File: config.mk
export PLATFORM = sky130hd
export DESIGN_NAME = pci_master_sched
export DESIGN_NICKNAME = d
export VERILOG_FILES = /design/src/rtl/pci_master_sched.sv
export SDC_FILE = /design/constraint.sdc
export NUM_CORES = 1
export LEC_CHECK = 0
export ABC_AREA = 1
export CAP_MARGIN = 15
export CORE_UTILIZATION = 45
export DETAILED_ROUTE_END_ITERATION = 8
export HOLD_SLACK_MARGIN = 0.02
export PLACE_DENSITY = 0.76
export SLEW_MARGIN = 10
export SYNTH_ARGS = -nofsm -noshare
export SYNTH_HDL_FRONTEND = slang
export SYNTH_SLANG_ARGS = --single-unit
export TNS_END_PERCENT = 100
File: constraint.sdc
create_clock -name clk -period 6.1 [get_ports clk]
set_input_delay 1.83 -clock clk [delete_from_list [all_inputs] [get_ports clk]]
set_output_delay 1.83 -clock clk [all_outputs]
set_load 0.005 [all_outputs]
File: src/rtl/pci_master_sched.sv
// Splits write/read commands into PCI segments bounded by MAX_BURST and the
// cacheline boundary, arbitrating round-robin between the two command paths.
module pci_master_sched #(
    parameter int MAX_BURST = 16
) (
    input  logic        clk,
    input  logic        rst,
    input  logic [3:0]  wcmd_id,
    input  logic [7:0]  wcmd_len,
    input  logic [63:0] wcmd_addr,
    input  logic        wcmd_valid,
    output logic        wcmd_ready,
    input  logic [3:0]  rcmd_id,
    input  logic [7:0]  rcmd_len,
    input  logic [63:0] rcmd_addr,
    input  logic        rcmd_valid,
    output logic        rcmd_ready,
    input  logic [7:0]  cacheline_size,
    output logic        seg_wrdn,
    output logic [3:0]  seg_id,
    output logic [63:0] seg_addr,
    output logic [7:0]  seg_len,
    output logic        seg_last,
    output logic        seg_valid,
    input  logic        seg_ready,
    input  logic        seg_done,
    output logic        busy
);

    typedef enum logic [1:0] {
        S_IDLE  = 2'd0,
        S_ISSUE = 2'd1,
        S_WAIT  = 2'd2
    } state_t;

    localparam logic [8:0] MAX_BURST_W = 9'(MAX_BURST);

    state_t      r_state, w_state_nxt;
    logic        r_last_w, w_last_w_nxt;
    logic        r_wrdn, w_wrdn_nxt;
    logic [3:0]  r_id, w_id_nxt;
    logic [63:0] r_addr, w_addr_nxt;
    logic [8:0]  r_rem, w_rem_nxt;
    logic [7:0]  r_cls, w_cls_nxt;
    logic [7:0]  r_seg_len, w_seg_len_nxt;
    logic        r_seg_last, w_seg_last_nxt;
    logic        w_wgrant, w_rgrant;
    logic [8:0]  w_n_cur, w_n_nxt;

    // Beats of the next segment: min(remaining, MAX_BURST, beats to cacheline boundary)
    function automatic logic [8:0] seg_beats(input logic [8:0] rem,
                                             input logic [7:0] dw_off,
                                             input logic [7:0] cls);
        logic       usable;
        logic [8:0] bnd;
        logic [8:0] n;
        usable = (cls != 8'd0) && ((cls & (cls - 8'd1)) == 8'd0);
        bnd    = {1'b0, cls} - {1'b0, dw_off & (cls - 8'd1)};
        n      = (rem < MAX_BURST_W) ? rem : MAX_BURST_W;
        n      = (usable && (bnd < n)) ? bnd : n;
        return n;
    endfunction

    assign w_n_cur    = {1'b0, r_seg_len} + 9'd1;
    assign wcmd_ready = w_wgrant && !rst;
    assign rcmd_ready = w_rgrant && !rst;
    assign seg_valid  = (r_state == S_ISSUE);
    assign busy       = (r_state != S_IDLE);
    assign seg_wrdn   = r_wrdn;
    assign seg_id     = r_id;
    assign seg_addr   = r_addr;
    assign seg_len    = r_seg_len;
    assign seg_last   = r_seg_last;

    // Next-state, arbitration and segment computation
    always_comb begin
        w_state_nxt    = r_state;
        w_last_w_nxt   = r_last_w;
        w_wrdn_nxt     = r_wrdn;
        w_id_nxt       = r_id;
        w_addr_nxt     = r_addr;
        w_rem_nxt      = r_rem;
        w_cls_nxt      = r_cls;
        w_seg_len_nxt  = r_seg_len;
        w_seg_last_nxt = r_seg_last;
        w_wgrant       = 1'b0;
        w_rgrant       = 1'b0;
        w_n_nxt        = 9'd0;
        case (r_state)
            S_IDLE: begin
                // Write wins unless read is also pending and write was granted last
                if (wcmd_valid && (!rcmd_valid || !r_last_w)) begin
                    w_wgrant = 1'b1;
                end else if (rcmd_valid) begin
                    w_rgrant = 1'b1;
                end else begin
                    w_wgrant = 1'b0;
                end
                if (w_wgrant || w_rgrant) begin
                    w_state_nxt    = S_ISSUE;
                    w_last_w_nxt   = w_wgrant;
                    w_wrdn_nxt     = w_wgrant;
                    w_id_nxt       = w_wgrant ? wcmd_id : rcmd_id;
                    w_addr_nxt     = w_wgrant ? wcmd_addr : rcmd_addr;
                    w_rem_nxt      = {1'b0, (w_wgrant ? wcmd_len : rcmd_len)} + 9'd1;
                    w_cls_nxt      = cacheline_size;
                    w_n_nxt        = seg_beats(w_rem_nxt, w_addr_nxt[9:2], w_cls_nxt);
                    w_seg_len_nxt  = w_n_nxt[7:0] - 8'd1;
                    w_seg_last_nxt = (w_n_nxt == w_rem_nxt);
                end else begin
                    w_state_nxt = S_IDLE;
                end
            end
            S_ISSUE: begin
                if (seg_ready) begin
                    w_state_nxt = S_WAIT;
                end else begin
                    w_state_nxt = S_ISSUE;
                end
            end
            S_WAIT: begin
                if (seg_done) begin
                    w_addr_nxt     = r_addr + {53'd0, w_n_cur, 2'b00};
                    w_rem_nxt      = r_rem - w_n_cur;
                    w_n_nxt        = seg_beats(w_rem_nxt, w_addr_nxt[9:2], r_cls);
                    w_seg_len_nxt  = w_n_nxt[7:0] - 8'd1;
                    w_seg_last_nxt = (w_n_nxt == w_rem_nxt);
                    w_state_nxt    = (w_rem_nxt != 9'd0) ? S_ISSUE : S_IDLE;
                end else begin
                    w_state_nxt = S_WAIT;
                end
            end
            default: begin
                w_state_nxt = S_IDLE;
            end
        endcase
    end

    // State and command registers; reset leaves the pointer at "read last"
    always_ff @(posedge clk) begin
        if (rst) begin
            r_state    <= S_IDLE;
            r_last_w   <= 1'b0;
            r_wrdn     <= 1'b0;
            r_id       <= 4'd0;
            r_addr     <= 64'd0;
            r_rem      <= 9'd0;
            r_cls      <= 8'd0;
            r_seg_len  <= 8'd0;
            r_seg_last <= 1'b0;
        end else begin
            r_state    <= w_state_nxt;
            r_last_w   <= w_last_w_nxt;
            r_wrdn     <= w_wrdn_nxt;
            r_id       <= w_id_nxt;
            r_addr     <= w_addr_nxt;
            r_rem      <= w_rem_nxt;
            r_cls      <= w_cls_nxt;
            r_seg_len  <= w_seg_len_nxt;
            r_seg_last <= w_seg_last_nxt;
        end
    end

endmodule

==> flow_summary.json <==
{
  "maxCapViolCount": 0,
  "wl_met2_um": 16400,
  "wl_met3_um": 3090,
  "io_buffers": 247,
  "crit_arrival_ns": 6.10,
  "via_per_inst": 5.47,
  "drtIter0Drc": 1271,
  "syn_inst": 1777,
  "firstDrtPassIters": 5,
  "syn2layout_area_growth_pct": 32.5,
  "grt_usage_pct": 31.9,
  "fin_area_um2": 13700,
  "htreeDepth": 3,
  "fin_nets": 2250,
  "drive_above_1_share_pct": 8.72,
  "core_area_um2": 22600,
  "place_area_um2": 13200,
  "die-area_um2": 23600,
  "slew_headroom_pct": 25.0,
  "rows": 55,
  "synth_flop_cell": "dfxtp_1",
  "synth_edf_count": 0,
  "worst_pin_slew_ns": 1.12,
  "synthTopCellsByArea": "dfxtp_1, nand2_1, nor2_1",
  "seqPwrFrac_pct": 26.3,
  "grt_max_degree": 76,
  "path_class": "in -> reg",
  "cts_buffers": 9,
  "yosysUniqueCellTypes": 55,
  "root_buffer": "clkbuf_16",
  "cp-start-kind": "primary input",
  "io_pins": 248,
  "outcome": "completed",
  "vias": 12700,
  "synth_async_sr_flop_share_pct": 0,
  "wl_met1_um": 17900,
  "p_leak_nw": 5.98,
  "die_y_um": 154,
  "die_w_um": 154,
  "gr-total-overflow": 0,
  "finalHoldViolations": 0,
  "power.internal_mw": 1.76,
  "synth_most_common_cell": "nand2_1",
  "fmax_mhz": 172,
  "grt_pass1_vias": 11600,
  "p_switching_mw": 1.45,
  "power.share.clock_pct": 19.9,
  "holdPathEnd": "seg_addr[1]",
  "clock-sinks": 97,
  "slowest_stage": "clkdlybuf4s50_1",
  "yosysSeqAreaShare_pct": 18.8,
  "avgSynthCellArea_um2": 5.82,
  "drc_errors": 0,
  "place.detailed.hpwl_um": 29900,
  "antenna_cells": 0,
  "drt-total-wl_um": 38100,
  "synth_top_cell_by_area": "dfxtp_1",
  "synth-seq-cells": 97,
  "setup_viol": 0,
  "syn_area_um2": 10300,
  "grt_pass1_wl_um": 60100,
  "slew_violations": 0,
  "combPwrFrac_pct": 53.8,
  "power.total_mw": 3.21,
  "worstSetupEndpointType": "flop",
  "regArea_um2": 1940,
  "skew_ns": 0.0189,
  "rrSetupSlack_ns": 0.51,
  "yosys-top-cells-count": "nand2_1, nor2_1, inv_1",
  "start_util_pct": 45.8,
  "hold_start": "seg_addr[1]",
  "multiInputGateArea_um2": 7290,
  "cp.required_ns": 6.37,
  "yosysWarnings": 0,
  "clockBufferDepth": 2,
  "clk_pin_slew_ns": 0.08,
  "swShare_pct": 45.3,
  "timing.rr.start": "seg_len[0]",
  "r2r_cells": 33,
  "hold_class": "reg -> reg",
  "wire_per_inst_um": 16.4,
  "fin_crit_sh_pct": 95.5,
  "insertion_delay_ns": 0.38,
  "cts_tree": "done",
  "path_common_cell": "nand2_1",
  "postRouteAntennaNets": 0,
  "final_cells": 2314,
  "gp_congestion": 0.947,
  "whs_path_depth": 2,
  "yosysTopAreaCellShare_pct": 18.8,
  "antenna_found_initial": 0,
  "vdd_drop_max_uv": 134,
  "slowest_delay_ns": 0.49,
  "reg2reg_to": "seg_len[3]",
  "period_minus_slack_ns": 5.83,
  "utilization_pct": 60.7,
  "maxUsedRoutingLayer": "met4",
  "cellPowerDensity_nw_per_um2": 235,
  "fill_cells": 2249,
  "placed_cells": 2290,
  "crit_fanout": 6
}
## state kept, by name, indices dropped and copies added (netlist names)
register	cells
seg_addr	64
r_rem	9
r_cls	8
seg_len	8
seg_id	4
r_state	2
seg_last	1
seg_wrdn	1
## kinds of logic after synthesis
family                   Yosys count  synth area share [%]
XOR/XNOR                          27                  2.29
AND/OR/NAND/NOR                  921                  40.0
adder cells (fa/ha/maj)           60                  7.41
other                              1                0.0363
AO/OA/AOI/OAI                    356                  19.4
flip-flops                        97                  18.8
buffers and inverters            315                  12.2
## routing by layer
| layer | GRT usage, % | vias up |
|---|---|---|
| li1 | - | 6375 |
| met1 | 44.9 | 5762 |
| met2 | 49.4 | 482 |
| met3 | 6.60 | 50 |
| met4 | 7.67 | 0 |
| met5 | 0 | - |
## power by group through the flow
| stage | registers, mW | logic [mW] | clock network [mW] |
|---|---|---|---|
| after global placement | 0.850 | 1.65 | 0 |
| final | 0.845 | 1.73 | 0.639 |
| after global routing | 0.858 | 1.93 | 0.668 |
| after floorplan | 0.824 | 1.07 | 0 |
| after CTS | 0.840 | 1.68 | 0.644 |
| after detailed placement | 0.853 | 1.67 | 0 |
## critical path: cells and delay by family
| kind | cells | cell delay (ns) |
|---|---|---|
| simple gates | 16 | 1.72 |
| fa+ha+maj | 3 | 0.70 |
| xor+xnor | 2 | 0.36 |
| buf+inv | 9 | 1.17 |
| compound gates | 2 | 0.30 |
## stage by stage
| stage | setup slack [ns] | hold WS, ns | TNS [ns] |
|---|---|---|---|
| 6_report | 0.274 | 0.484 | 0 |
| 5_1_grt | -0.0433 | 0.511 | -0.0569 |
| 4_1_cts | 0.250 | 0.480 | 0 |
| 3_5_place_dp | -0.112 | 0.467 | -0.356 |
| 3_3_place_gp | 0.0400 | 0.462 | 0 |
| 2_1_floorplan | 0.499 | 0.450 | 0 |
## worst max-delay path by stage
stage	cells past startpoint	endpoint	from	slack, ns
3_5_place_dp	32	seg_len[6]	cacheline_size[1]	-0.11
4_1_cts	32	seg_len[6]	cacheline_size[1]	0.25
5_1_grt	32	seg_len[3]	cacheline_size[0]	-0.04
6_report	32	seg_len[3]	cacheline_size[0]	0.27
3_3_place_gp	32	seg_len[6]	cacheline_size[1]	0.04
2_1_floorplan	33	seg_len[5]	rcmd_valid	0.50
## area by class of cell
cell class | instances | share of cell area (%)
clock buffer | 9 | 1.64
clock inverter | 7 | 0.676
inverter | 247 | 6.77
multi-input combinational | 1372 | 53.2
sequential | 97 | 14.2
tap | 285 | 2.60
timing repair buffer | 297 | 20.9
## cells in the final DEF (no fill, tap or decap), types with 13 or more instances in the layout
cell type and instances:
nand2_2 24, nand4_1 38, nor4_1 15, buf_4 47, nor2_2 13, nor2_1 234
nor3_1 29, xor2_1 17, nand2_1 375, ha_1 55, inv_1 228, nand3_1 146
o21ai_0 173, a21oi_1 70, dfxtp_1 97, clkdlybuf4s50_1 246, inv_2 18, a31oi_1 58
## repair_timing
item	4_1_cts	5_1_grt
setup buffers	0	6
hold buffers	0	0
resized for setup	0	24
setup endpoints to repair	0	7
(Power assumes the default switching activity.)
